===== config.mk =====
export PLATFORM = sky130hd
export DESIGN_NAME = seg7_scan_driver
export DESIGN_NICKNAME = d
export VERILOG_FILES = /design/src/rtl/seg7_scan_driver.sv
export SDC_FILE = /design/constraint.sdc
export NUM_CORES = 1
export LEC_CHECK = 0
export CAP_MARGIN = 0
export CORE_MARGIN = 4
export CORE_UTILIZATION = 40
export CTS_BUF_LIST = sky130_fd_sc_hd__clkbuf_2
export CTS_CLUSTER_DIAMETER = 120
export DETAILED_ROUTE_END_ITERATION = 12
export GPL_ROUTABILITY_DRIVEN = 1
export MAX_ROUTING_LAYER = met4
export SLEW_MARGIN = 25
export SYNTH_ARGS = -nofsm -noshare
export SYNTH_HDL_FRONTEND = slang
export SYNTH_SLANG_ARGS = --single-unit

===== constraint.sdc =====
create_clock -name clk -period 9.8 [get_ports clk]
set_input_delay 0.98 -clock clk [delete_from_list [all_inputs] [get_ports clk]]
set_output_delay 0.98 -clock clk [all_outputs]
set_load 0.01 [all_outputs]

===== src/rtl/seg7_scan_driver.sv =====
// Multiplexed DIGITS-wide 7-segment scan driver with frame-synchronous updates,
// leading-zero blanking, 16-step PWM brightness and selectable pin polarity.
module seg7_scan_driver #(
    parameter int DIGITS         = 4,
    parameter int SCAN_DIV       = 1000,
    parameter int SEG_ACTIVE_LOW = 0,
    parameter int DIG_ACTIVE_LOW = 0,
    parameter int BLANK_LZ       = 1
) (
    input  logic                  clk,
    input  logic                  rst,
    input  logic [4*DIGITS-1:0]   value,
    input  logic [DIGITS-1:0]     dp,
    input  logic                  load,
    input  logic [3:0]            brightness,
    output logic [7:0]            segs,
    output logic [DIGITS-1:0]     digit_en,
    output logic                  frame_tick
);

    localparam int CW   = $clog2(SCAN_DIV);
    localparam int IW   = (DIGITS > 1) ? $clog2(DIGITS) : 1;
    localparam int STEP = SCAN_DIV / 16;

    localparam logic [CW-1:0]     CNT_LAST = CW'(SCAN_DIV - 1);
    localparam logic [IW-1:0]     IDX_LAST = IW'(DIGITS - 1);
    localparam logic [7:0]        SEG_OFF  = (SEG_ACTIVE_LOW != 0) ? 8'hFF : 8'h00;
    localparam logic [DIGITS-1:0] DIG_OFF  = (DIG_ACTIVE_LOW != 0) ? '1 : '0;

    logic [CW-1:0]       cnt;
    logic [IW-1:0]       idx;
    logic [4*DIGITS-1:0] shadow_value;
    logic [DIGITS-1:0]   shadow_dp;
    logic [4*DIGITS-1:0] active_value;
    logic [DIGITS-1:0]   active_dp;

    logic                boundary;
    logic [DIGITS-1:0]   blank;
    logic [DIGITS-1:0]   dig_sel;
    logic [3:0]          cur_nib;
    logic                cur_dp;
    logic                cur_blank;
    logic [31:0]         lit_limit;
    logic                seg_on;
    logic                dig_on;
    logic [7:0]          seg_pat;
    logic [DIGITS-1:0]   dig_pat;

    function automatic logic [6:0] decode(input logic [3:0] n);
        case (n)
            4'h0: decode = 7'h3F;
            4'h1: decode = 7'h06;
            4'h2: decode = 7'h5B;
            4'h3: decode = 7'h4F;
            4'h4: decode = 7'h66;
            4'h5: decode = 7'h6D;
            4'h6: decode = 7'h7D;
            4'h7: decode = 7'h07;
            4'h8: decode = 7'h7F;
            4'h9: decode = 7'h6F;
            4'hA: decode = 7'h77;
            4'hB: decode = 7'h7C;
            4'hC: decode = 7'h39;
            4'hD: decode = 7'h5E;
            4'hE: decode = 7'h79;
            default: decode = 7'h71;
        endcase
    endfunction

    assign boundary = (idx == IDX_LAST) && (cnt == CNT_LAST);

    // Walk digits from most significant down so the "all higher nibbles zero"
    // condition accumulates in a single pass.
    always_comb begin
        logic        upper_zero;
        int unsigned k;
        upper_zero = 1'b1;
        blank      = '0;
        dig_sel    = '0;
        cur_nib    = 4'h0;
        cur_dp     = 1'b0;
        cur_blank  = 1'b0;
        k          = 0;
        for (int unsigned j = 0; j < DIGITS; j++) begin
            k = DIGITS - 1 - j;
            upper_zero = upper_zero && (active_value[4*k +: 4] == 4'h0);
            blank[k]   = (BLANK_LZ != 0) && (k != 0) && upper_zero && !active_dp[k];
            if (idx == IW'(k)) begin
                dig_sel[k] = 1'b1;
                cur_nib    = active_value[4*k +: 4];
                cur_dp     = active_dp[k];
                cur_blank  = blank[k];
            end
        end
    end

    always_comb begin
        lit_limit = (32'(brightness) + 32'd1) * 32'(STEP);
        seg_on    = (32'(cnt) < lit_limit) && !cur_blank;
        dig_on    = seg_on && (cnt != '0);
        seg_pat   = seg_on ? {cur_dp, decode(cur_nib)} : 8'h00;
        dig_pat   = dig_on ? dig_sel : '0;
    end

    always_ff @(posedge clk) begin
        if (rst) begin
            cnt          <= '0;
            idx          <= '0;
            shadow_value <= '0;
            shadow_dp    <= '0;
            active_value <= '0;
            active_dp    <= '0;
            frame_tick   <= 1'b0;
            segs         <= SEG_OFF;
            digit_en     <= DIG_OFF;
        end else begin
            if (cnt == CNT_LAST) begin
                cnt <= '0;
                idx <= (idx == IDX_LAST) ? '0 : idx + 1'b1;
            end else begin
                cnt <= cnt + 1'b1;
            end
            if (load) begin
                shadow_value <= value;
                shadow_dp    <= dp;
            end
            // Active samples the pre-edge shadow, so a coincident load lands a frame later.
            if (boundary) begin
                active_value <= shadow_value;
                active_dp    <= shadow_dp;
            end
            frame_tick <= boundary;
            segs       <= seg_pat ^ SEG_OFF;
            digit_en   <= dig_pat ^ DIG_OFF;
        end
    end

endmodule


; Word level (Yosys, flattened, before mapping)
; Memories as Yosys holds them, arrays and structs flattened. A register that Yosys moved wholly into a read port is not among the register bits.
; Cells that the tools add are included.
[word_totals]
ff_bits = 65
romBits = 112
in_bits = 27
output_inout_bits = 13
wordCells = 58
memories = 1
[memory_table]
columns = memory, depth, word_bits, read_ports, rd_ports_with_merged_regs, write_ports, line
row1 = (name not given), 16, 7, 1, 1, 0, 50  ; case (n)
[classes]
n_addsub = 3
n_mul = 1
n_lt_le_gt_ge = 1
eq_ne = 4
mux = 17
bitwise_logic = 2
reduce_logical = 20
[op_table]
columns = op, count
row1 = two-way mux 4 bit, 4
row2 = logical NOT 4 bit, 3
row3 = two-way mux 1 bit, 12
row4 = < comparator 10 x 11 -> 1 bit, 1
row5 = adder 10 x 1 -> 10 bit (second input constant), 1
row6 = equality test 10 bit (second input constant), 1
row7 = multiplier 5 x 5 -> 10 bit (second input constant), 1
row8 = nonzero test 10 bit, 1
row9 = logical AND 1 bit, 8
row10 = OR reduction 2 bit, 3
row11 = adder 4 x 1 -> 5 bit (second input constant), 1
row12 = equality test 2 bit (second input constant), 2
row13 = logical NOT 1 bit, 4
row14 = adder 2 x 1 -> 2 bit (second input constant), 1
row15 = equality test 2 x 1 -> 1 bit (second input constant), 1
row16 = logical NOT 2 bit, 1
row17 = two-way mux 2 bit, 1
row18 = NOT 1 bit, 2

; Longest topological paths before layout
; Gate-level depths: netlist of the first run.
[depth]
depth_word = 11
mapped_depth = 20
depth_no_buf = 19

; Least setup slack after synthesis of the first run
; OpenSTA, ideal clock, no wires.
[synth_timing]
path_kind = input -> register
startpoint = in brightness[0]
endpoint = reg segs[2]
setup_ns = 0.086
t_arrival_ns = 4.887
path_slack_ns = 4.826
path_stages = 18
path_buffers = 1
path_cell_list = ha_1 > xor2_1 > ha_1 > inv_1 > fa_1 > fa_1 > inv_1 > ha_1 > nor2b_1 > o21a_1 > nor2_1 > xor2_1 > ha_1 > a21o_1 > a2111oi_2 > o31ai_2 > buf_4 > a221oi_2
[synth_via]
elab_chain_len = 6
[synth_lines]
columns = element, line
row1 = from (decl), 15  ; input logic [3:0] brightness,
row2 = adder 4 x 1 -> 5 bit, 98  ; lit_limit = (32'(brightness) + 32'd1) * 32'(STEP);
row3 = multiplier 5 x 5 -> 10 bit, 98
row4 = < comparator 10 x 11 -> 1 bit, 99  ; seg_on = (32'(cnt) < lit_limit) && !cur_blank;
row5 = logical AND 1 bit, 99
row6 = NOT 1 bit (no source line), -
row7 = OR reduction 2 bit (no source line), -
row8 = to (decl), 16  ; output logic [7:0] segs,
; No other way between the ends.
; A chain may end at the register's enable or synchronous reset.

; Worst setup path after layout of the first run
[layout_timing]
startpoint = in brightness[0]
endpoint = reg segs[4]
; The elaborated chain is that of the path after synthesis.

==> metrics.md, run 1 <==
| Metric | Value |
|---|---|
| Pre-antenna DRT Iters | 4 |
| Max-slew headroom | between 30 and 40% |
| Clock tree root buffer cell | clkbuf_2 |
| Clock power frac | between 20% and 30% |
| HP Class | reg -> reg |
| Worst reg-to-reg path cell count | 9 |
| Worst path buffer plus inverter count | 3 |
| Drt initial violations | 128 |
| Pleak | ~0.0018 µW |
| Net switching power | between 150 and 200 µW |
| Total wire length | between 7000 and 8000 µm |
| GRT overflow | 0 |
| Vias per cell | just over 5 |
| Status | completed |
| Hpwl dp | 5510 µm |
| Worst-path clk slew | 0.18 ns |
| Die W | approximately 100 µm |
| P per Cell Area | approximately 140 nW/µm² |
| H-tree depth | 3 |
| Clock Path Buffers | 2 |
| CTS-repair resized insts | 0 |
| CP top delay family | adder cells |
| FF-to-FF End | segs[3] |
| Largest net degree at the start of global routing | 48 |
| Setup tns final | 0 ns |
| Routed wire per std cell | 13.6 µm |
| Worst skew pair latency | 0.49 ns |
| Num CTS Buffers | 9 |
| Die area | 10,700 µm² |
| CTS tree | done |
| Worst-Margin Slew | 0.948 ns |
| Vias in the first global route | ~2,800 |
| First-pass GRT wire length | approximately 13,000 µm |
| Initial Util | about two fifths |
| Critical path fanouts, max | 12 |
| CP endpoint kind | register |
| Hold Crit Depth | 2 |
| Sequential fraction of the synthesis area | 35.7% |
| Diode count | 0 |
| Port bufs | 39 |
| Height of the die | between 100 and 150 µm |
| Syn_area_per_cell | between 8 and 9 µm² |
| CP Cell Sequence | clkdlybuf4s50_1 > ha_1 > xor2_1 > ha_1 > inv_1 > fa_1 > fa_1 > inv_1 > ha_1 > a211oi_1 > o21ai_2 > xnor2_1 > ha_1 > nand4_1 > a211oi_1 > a2111oi_2 > o31ai_2 > nor2_1 |
| Critical path arrival | between 6 and 7 ns |
| Core area | around 9000 µm² |
| Final-layout fill cell count | 858 |
| Antenna Violating Nets Remaining | 0 |
| Mapped cell area | between 3000 and 4000 µm² |
| Max Fclk | approximately 170 MHz |
| Total track usage | about 15% |
| Row count | 34 |
| Number of setup buffers added after CTS | 0 |
| Syn-to-layout area delta | 14.6% |
| Synth area leader | dfxtp_1 |
| Worst setup path class | in -> reg |
| Pint | 410 µW |
| Reg power frac | a little under half |
| Hold Crit Start | active_value[3] |
| Antenna violations before repair | 0 |
| Final setup vio count | 0 |
| RSZ-0062 raised after global routing | no |
| Req. time, crit path | slightly above 10 ns |
| Cell variety after synth | 50 |
| Synth Register Bits | 65 |
| Cts hold-fix bufs | 0 |
| Hold Fails Final Rpt | 0 |
| Clk sinks | 65 |
| Number of synthesized flops with an enable pin | 0 |
| Synth top area cells | dfxtp_1, ha_1, mux2i_1 |
| Post-Syn Instances | between 400 and 500 |
| Commonest cells after routing, fill and taps aside | dfxtp_1, nor2_1, ha_1 |
| Top cell by count, worst path | ha_1 |
| Post-synthesis net count | roughly 480 |
| R2r setup slk | 6.83 ns |
| Min cycle time layout | 5.77 ns |
| Post-synth ARST share | 0% |
| Maximum vdd drop | 0.0675 mV |
| Slowest CP cell | o31ai_2 |
| Via count | approximately 2,900 |
| Biggest cell delay along the critical path | 0.75 ns |
| Most used DFF post-synth | dfxtp_1 |
| Routability Congestion | 0.794 |
| Worst hold slack | between 0.4 and 0.5 ns |
| Area share of the leading cell type in the synthesized netlist | a little over a third |
| Hold EP | active_value[3] |
| Gate power share | 27.8% |
| Final Net Count | 515 |
| Startpoint types | input pin |
| Fraction of layout cells with a size suffix above 1 | 6.46% |
| Pins Over Slew Limit | 0 |
| Yosys warns | 0 |
| Most common library cell in the layout ignoring fill and taps | dfxtp_1 |
| Sw frac | 31.2% |
| R2R Path Start | idx[0] |
| Ports | 40 |
| Period utilization | between 50 and 60% |
| DRC errors left | 0 |
| Max-cap check violation count | 0 |
| Clock skew | 0.0221 ns |
==> area by class of cell <==
class / instances / area [µm²] / share of cell area, %
Clock buffer: 10 / 50.0 / 1.20
Inverter: 28 / 105 / 2.52
Sequential cell: 65 / 1300 / 31.2
Timing Repair Buffer: 41 / 400 / 9.60
Clock inverter: 6 / 58.8 / 1.41
Tap cell: 108 / 135 / 3.24
Multi-Input combinational cell: 299 / 2120 / 50.9
==> worst max-delay path by stage <==
stage / start / to / slack (ns) / depth (start not counted)
5_1_grt: brightness[0] / segs[5] / 3.64 / 19
4_1_cts: brightness[0] / segs[4] / 4.06 / 19
3_5_place_dp: brightness[0] / segs[4] / 3.49 / 19
3_3_place_gp: brightness[0] / segs[5] / 3.73 / 19
6_report: brightness[0] / segs[4] / 4.03 / 18
2_1_floorplan: brightness[0] / segs[2] / 4.83 / 18
==> synth_stat cells (2+ instances only) <==
cell      count
a221oi_2      2
a21o_1        4
buf_1         2
o22ai_1       3
a21oi_1      33
and3_1        2
xnor2_1      10
nor2b_1       5
nand3b_1      3
nor4_1        2
nor2_1       52
a32oi_2       2
xor2_1        9
ha_1         40
buf_4         2
o21a_1        3
a211oi_1      3
nand2_1      38
mux2i_1      26
dfxtp_1      65
o21ai_0       5
fa_1          4
buf_6         3
clkbuf_1     11
buf_2         3
inv_1        28
nand4_1       3
nand3_1      28
==> state kept, by name (all words and copies together) (netlist names) <==
| signal | flops |
|---|---|
| idx | 2 |
| active_value | 16 |
| shadow_dp | 4 |
| frame_tick | 1 |
| cnt | 10 |
| active_dp | 4 |
| segs | 8 |
| digit_en | 4 |
| shadow_value | 16 |
==> metrics by stage <==
| step | power [µW] | instance area (µm²) | setup WS [ns] | cells | utilization, % |
|---|---|---|---|---|---|
| floorplan | 405 | 3640 | 4.83 | 413 | - |
| global placement | 445 | 4070 | 3.73 | 541 | 46.2 |
| detailed placement | 447 | 4060 | 3.49 | 541 | 46.1 |
| CTS | 604 | 4170 | 4.06 | 557 | 47.4 |
| global route | 639 | 4170 | 3.64 | 557 | 47.4 |
| finish | 596 | 4170 | 4.03 | 557 | 47.4 |
==> worst min-delay path, stage by stage (launching register included) <==
cell and delay [ns]:
dfxtp_1 0.35, nand2_1 0.05, a21oi_1 0.05
==> routing by layer <==
metal	global-route usage (%)	wire length, µm	part of all wire [%]	vias to the layer above
li1	-	-	-	1467
met5	-	0	0	-
met2	25.4	3750	50	40
met4	4.18	68	0.90	0
met3	3.49	231	3.1	8
met1	19.2	3520	46	1343
==> power by group through the flow <==
stage               registers [µW]  clock network, µW  logic [µW]
finish                         277                153         166
global route                   278                167         193
CTS                            277                160         167
detailed placement             283                  0         164
global placement               283                  0         162
floorplan                      283                  0         123
==> kinds of logic (layout without fill, tap and decap cells) <==
group / Yosys count / in the layout / synth area share, %
muxes: 26 / 26 / 7.15
buffers and inverters: 49 / 85 / 5.98
and+or+nand+nor: 143 / 143 / 18.1
AOI/OAI and AO/OA: 67 / 67 / 12.5
DFF: 65 / 65 / 35.7
xor gates and xnor gates: 19 / 19 / 4.57
adders and majority gates: 44 / 44 / 15.9
Note: power is estimated with default switching activity, not from simulation.
==> run 2, diff against run 1 <==
==> constraint.sdc (replaced) <==
create_clock -name clk -period 5.8 [get_ports clk]
set_input_delay 0.58 -clock clk [delete_from_list [all_inputs] [get_ports clk]]
set_output_delay 0.58 -clock clk [all_outputs]
set_load 0.01 [all_outputs]
==> run 2 against run 1 <==
  * Wire length is 3.1% lower
  * Combinational power grew 69%
  * First-iteration DRC count shrank 18%
  * Core utilization up 0.071 points
  * Global-route usage is 0.37 points higher
  * Hold slack got worse by 0.0055 ns
  * Total power grew 62%
  * Clock power increased by 40%
  * Setup slack worse by 3.3 ns
  * Critical path depth rose by 2
  * Critical path type unchanged
  * Sequential share of layout area about the same
  * Die area unchanged
==> metrics.md, run 2 (same netlist as run 1, synthesis figures left out) <==
| Metric | Value |
|---|---|
| Startpoint types | input pin |
| Syn-to-layout area delta | 14.8% |
| Min cycle time layout | ~5.0 ns |
| Hold Fails Final Rpt | 0 |
| Via count | between 2,000 and 3,000 |
| Final setup vio count | 0 |
| Max-slew headroom | 56.9% |
| Status | completed |
| GRT overflow | 0 |
| Worst-path clk slew | 0.17 ns |
| CTS tree | done |
| Setup tns final | 0 ns |
| Die W | 103 µm |
| CP Cell Sequence | clkdlybuf4s50_1 > inv_1 > ha_1 > xor2_1 > ha_1 > inv_1 > fa_1 > fa_1 > inv_1 > ha_1 > nor2b_1 > o21a_1 > nor2_1 > xor2_1 > ha_1 > a21o_1 > a2111oi_2 > o31ai_2 > buf_4 > a221oi_1 |
| Sw frac | 32.4% |
| Largest registers | active_value x16, shadow_value x16, cnt x10 |
| DRC errors left | 0 |
| First-pass GRT wire length | around 13,000 µm |
| Antenna violations before repair | 0 |
| Clock skew | roughly 0.033 ns |
| HP Class | reg -> reg |
| Reg power frac | between 40% and 50% |
| Ports | 40 |
| Finished Layout Cells | 560 |
| Pleak | roughly 0.0018 µW |
| Hpwl dp | roughly 5500 µm |
| Core area | between 8000 and 9000 µm² |
| Clock tree root buffer cell | clkbuf_2 |
| Placed instance count | between 500 and 600 |
| Max-cap check violation count | 0 |
| Total track usage | between 10% and 20% |
| Period utilization | between 80% and 90% |
| Clk sinks | 65 |
| Port bufs | 39 |
| Pint | 651 µW |
| CP endpoint kind | register |
| Height of the die | between 100 and 150 µm |
| Vias per cell | 5.18 |
| Maximum vdd drop | around 0.084 mV |
| CTS-repair resized insts | 0 |
| Net switching power | just over 300 µW |
| Slowest CP cell | clkdlybuf4s50_1 |
| RSZ-0062 raised after global routing | no |
| Die area | roughly 11,000 µm² |
| Biggest cell delay along the critical path | 0.61 ns |
| Worst-Margin Slew | about 0.64 ns |
| Worst skew pair latency | 0.51 ns |
| Initial Util | between 40% and 50% |
| Gate power share | slightly below 30% |
| Routability Congestion | approximately 0.85 |
| Max Fclk | between 150 and 200 MHz |
| Routed wire per std cell | around 13 µm |
| Placed cell areas | ~4100 µm² |
| Clock power frac | 22.3% |
| Antenna Violating Nets Remaining | 0 |
| H-tree depth | 3 |
| Row count | 34 |
| Commonest cells after routing, fill and taps aside | dfxtp_1, nor2_1, ha_1 |
| Most common library cell in the layout ignoring fill and taps | dfxtp_1 |
| Largest net degree at the start of global routing | 48 |
| Pins Over Slew Limit | 0 |
| Top cell by count, worst path | ha_1 |
| Critical path arrival | approximately 5.5 ns |
| Number of setup buffers added after CTS | 0 |
| Pre-antenna DRT Iters | 4 |
| Fraction of layout cells with a size suffix above 1 | between 7 and 8% |
| Clock Path Buffers | 2 |
| Post-route cell area | roughly 4200 µm² |
| Num CTS Buffers | 9 |
| Worst hold slack | 0.468 ns |
| Vias in the first global route | approximately 2,900 |
| Req. time, crit path | ~6.2 ns |
| Cts hold-fix bufs | 0 |
| Critical path fanouts, max | 12 |
| Final core utilization | between 40% and 50% |
| Drt initial violations | ~110 |
| Final Net Count | a little over 500 |
| P per Cell Area | between 200 and 250 nW/µm² |
| Worst setup path class | in -> reg |
| Diode count | 0 |
| Total wire length | approximately 7300 µm |
## run 2: changes by cell type in the layout (fill, tap and decap cells not counted)
cell / previous run / this run
buf_4: 2 / 4
buf_8: 0 / 1
bufinv_16: 1 / 0
clkinv_1: 2 / 1
clkinv_2: 1 / 3
## run 2: through the flow
step	power (µW)	worst slack, ns
after floorplan	685	1.23
after global placement	752	0.412
after detailed placement	760	0.220
after CTS	980	0.766
after global routing	1050	0.421
final	963	0.770
## run 2: power groups by stage
stage	combinational [µW]	clock, µW	sequential (µW)
2_1_floorplan	207	0	478
3_3_place_gp	274	0	478
3_5_place_dp	282	0	478
4_1_cts	285	226	469
5_1_grt	329	248	471
6_report	280	214	468
## run 2: cell type report
class	count	area [µm²]
Fill cell	867	4630
Multi-Input combinational cell	299	2120
Sequential cell	65	1300
Timing Repair Buffer	44	430
Tap cell	108	135
Inverter	28	105
Clock buffer	10	50.0
Clock inverter	6	35.0
## run 2: worst paths after layout
| check | cells after the start | to | start | slack, ns |
|---|---|---|---|---|
| min | 2 | active_value[0] | active_value[0] | 0.47 |
| min reg2reg | 2 | active_value[0] | active_value[0] | 0.47 |
| max | 20 | segs[5] | brightness[0] | 0.77 |
| max reg2reg | 10 | segs[0] | idx[0] | 3.26 |
## run 2: layer usage
layer | part of all wire, % | vias to the layer above | GRT usage (%)
met5 | 0 | - | -
met4 | 1.3 | 0 | 4.78
met3 | 3.3 | 10 | 4.02
met2 | 47 | 44 | 24.9
met1 | 48 | 1372 | 20.2
li1 | - | 1475 | -
## run 2: worst max-delay path, delay by kind of cell
kind,cells,cell delay [ns]
buffers and inverters,5,0.99
xor gates and xnor gates,2,0.34
and+or+nand+nor,2,0.26
AOI/OAI and AO/OA,5,1.04
adders and majority gates,6,2.22
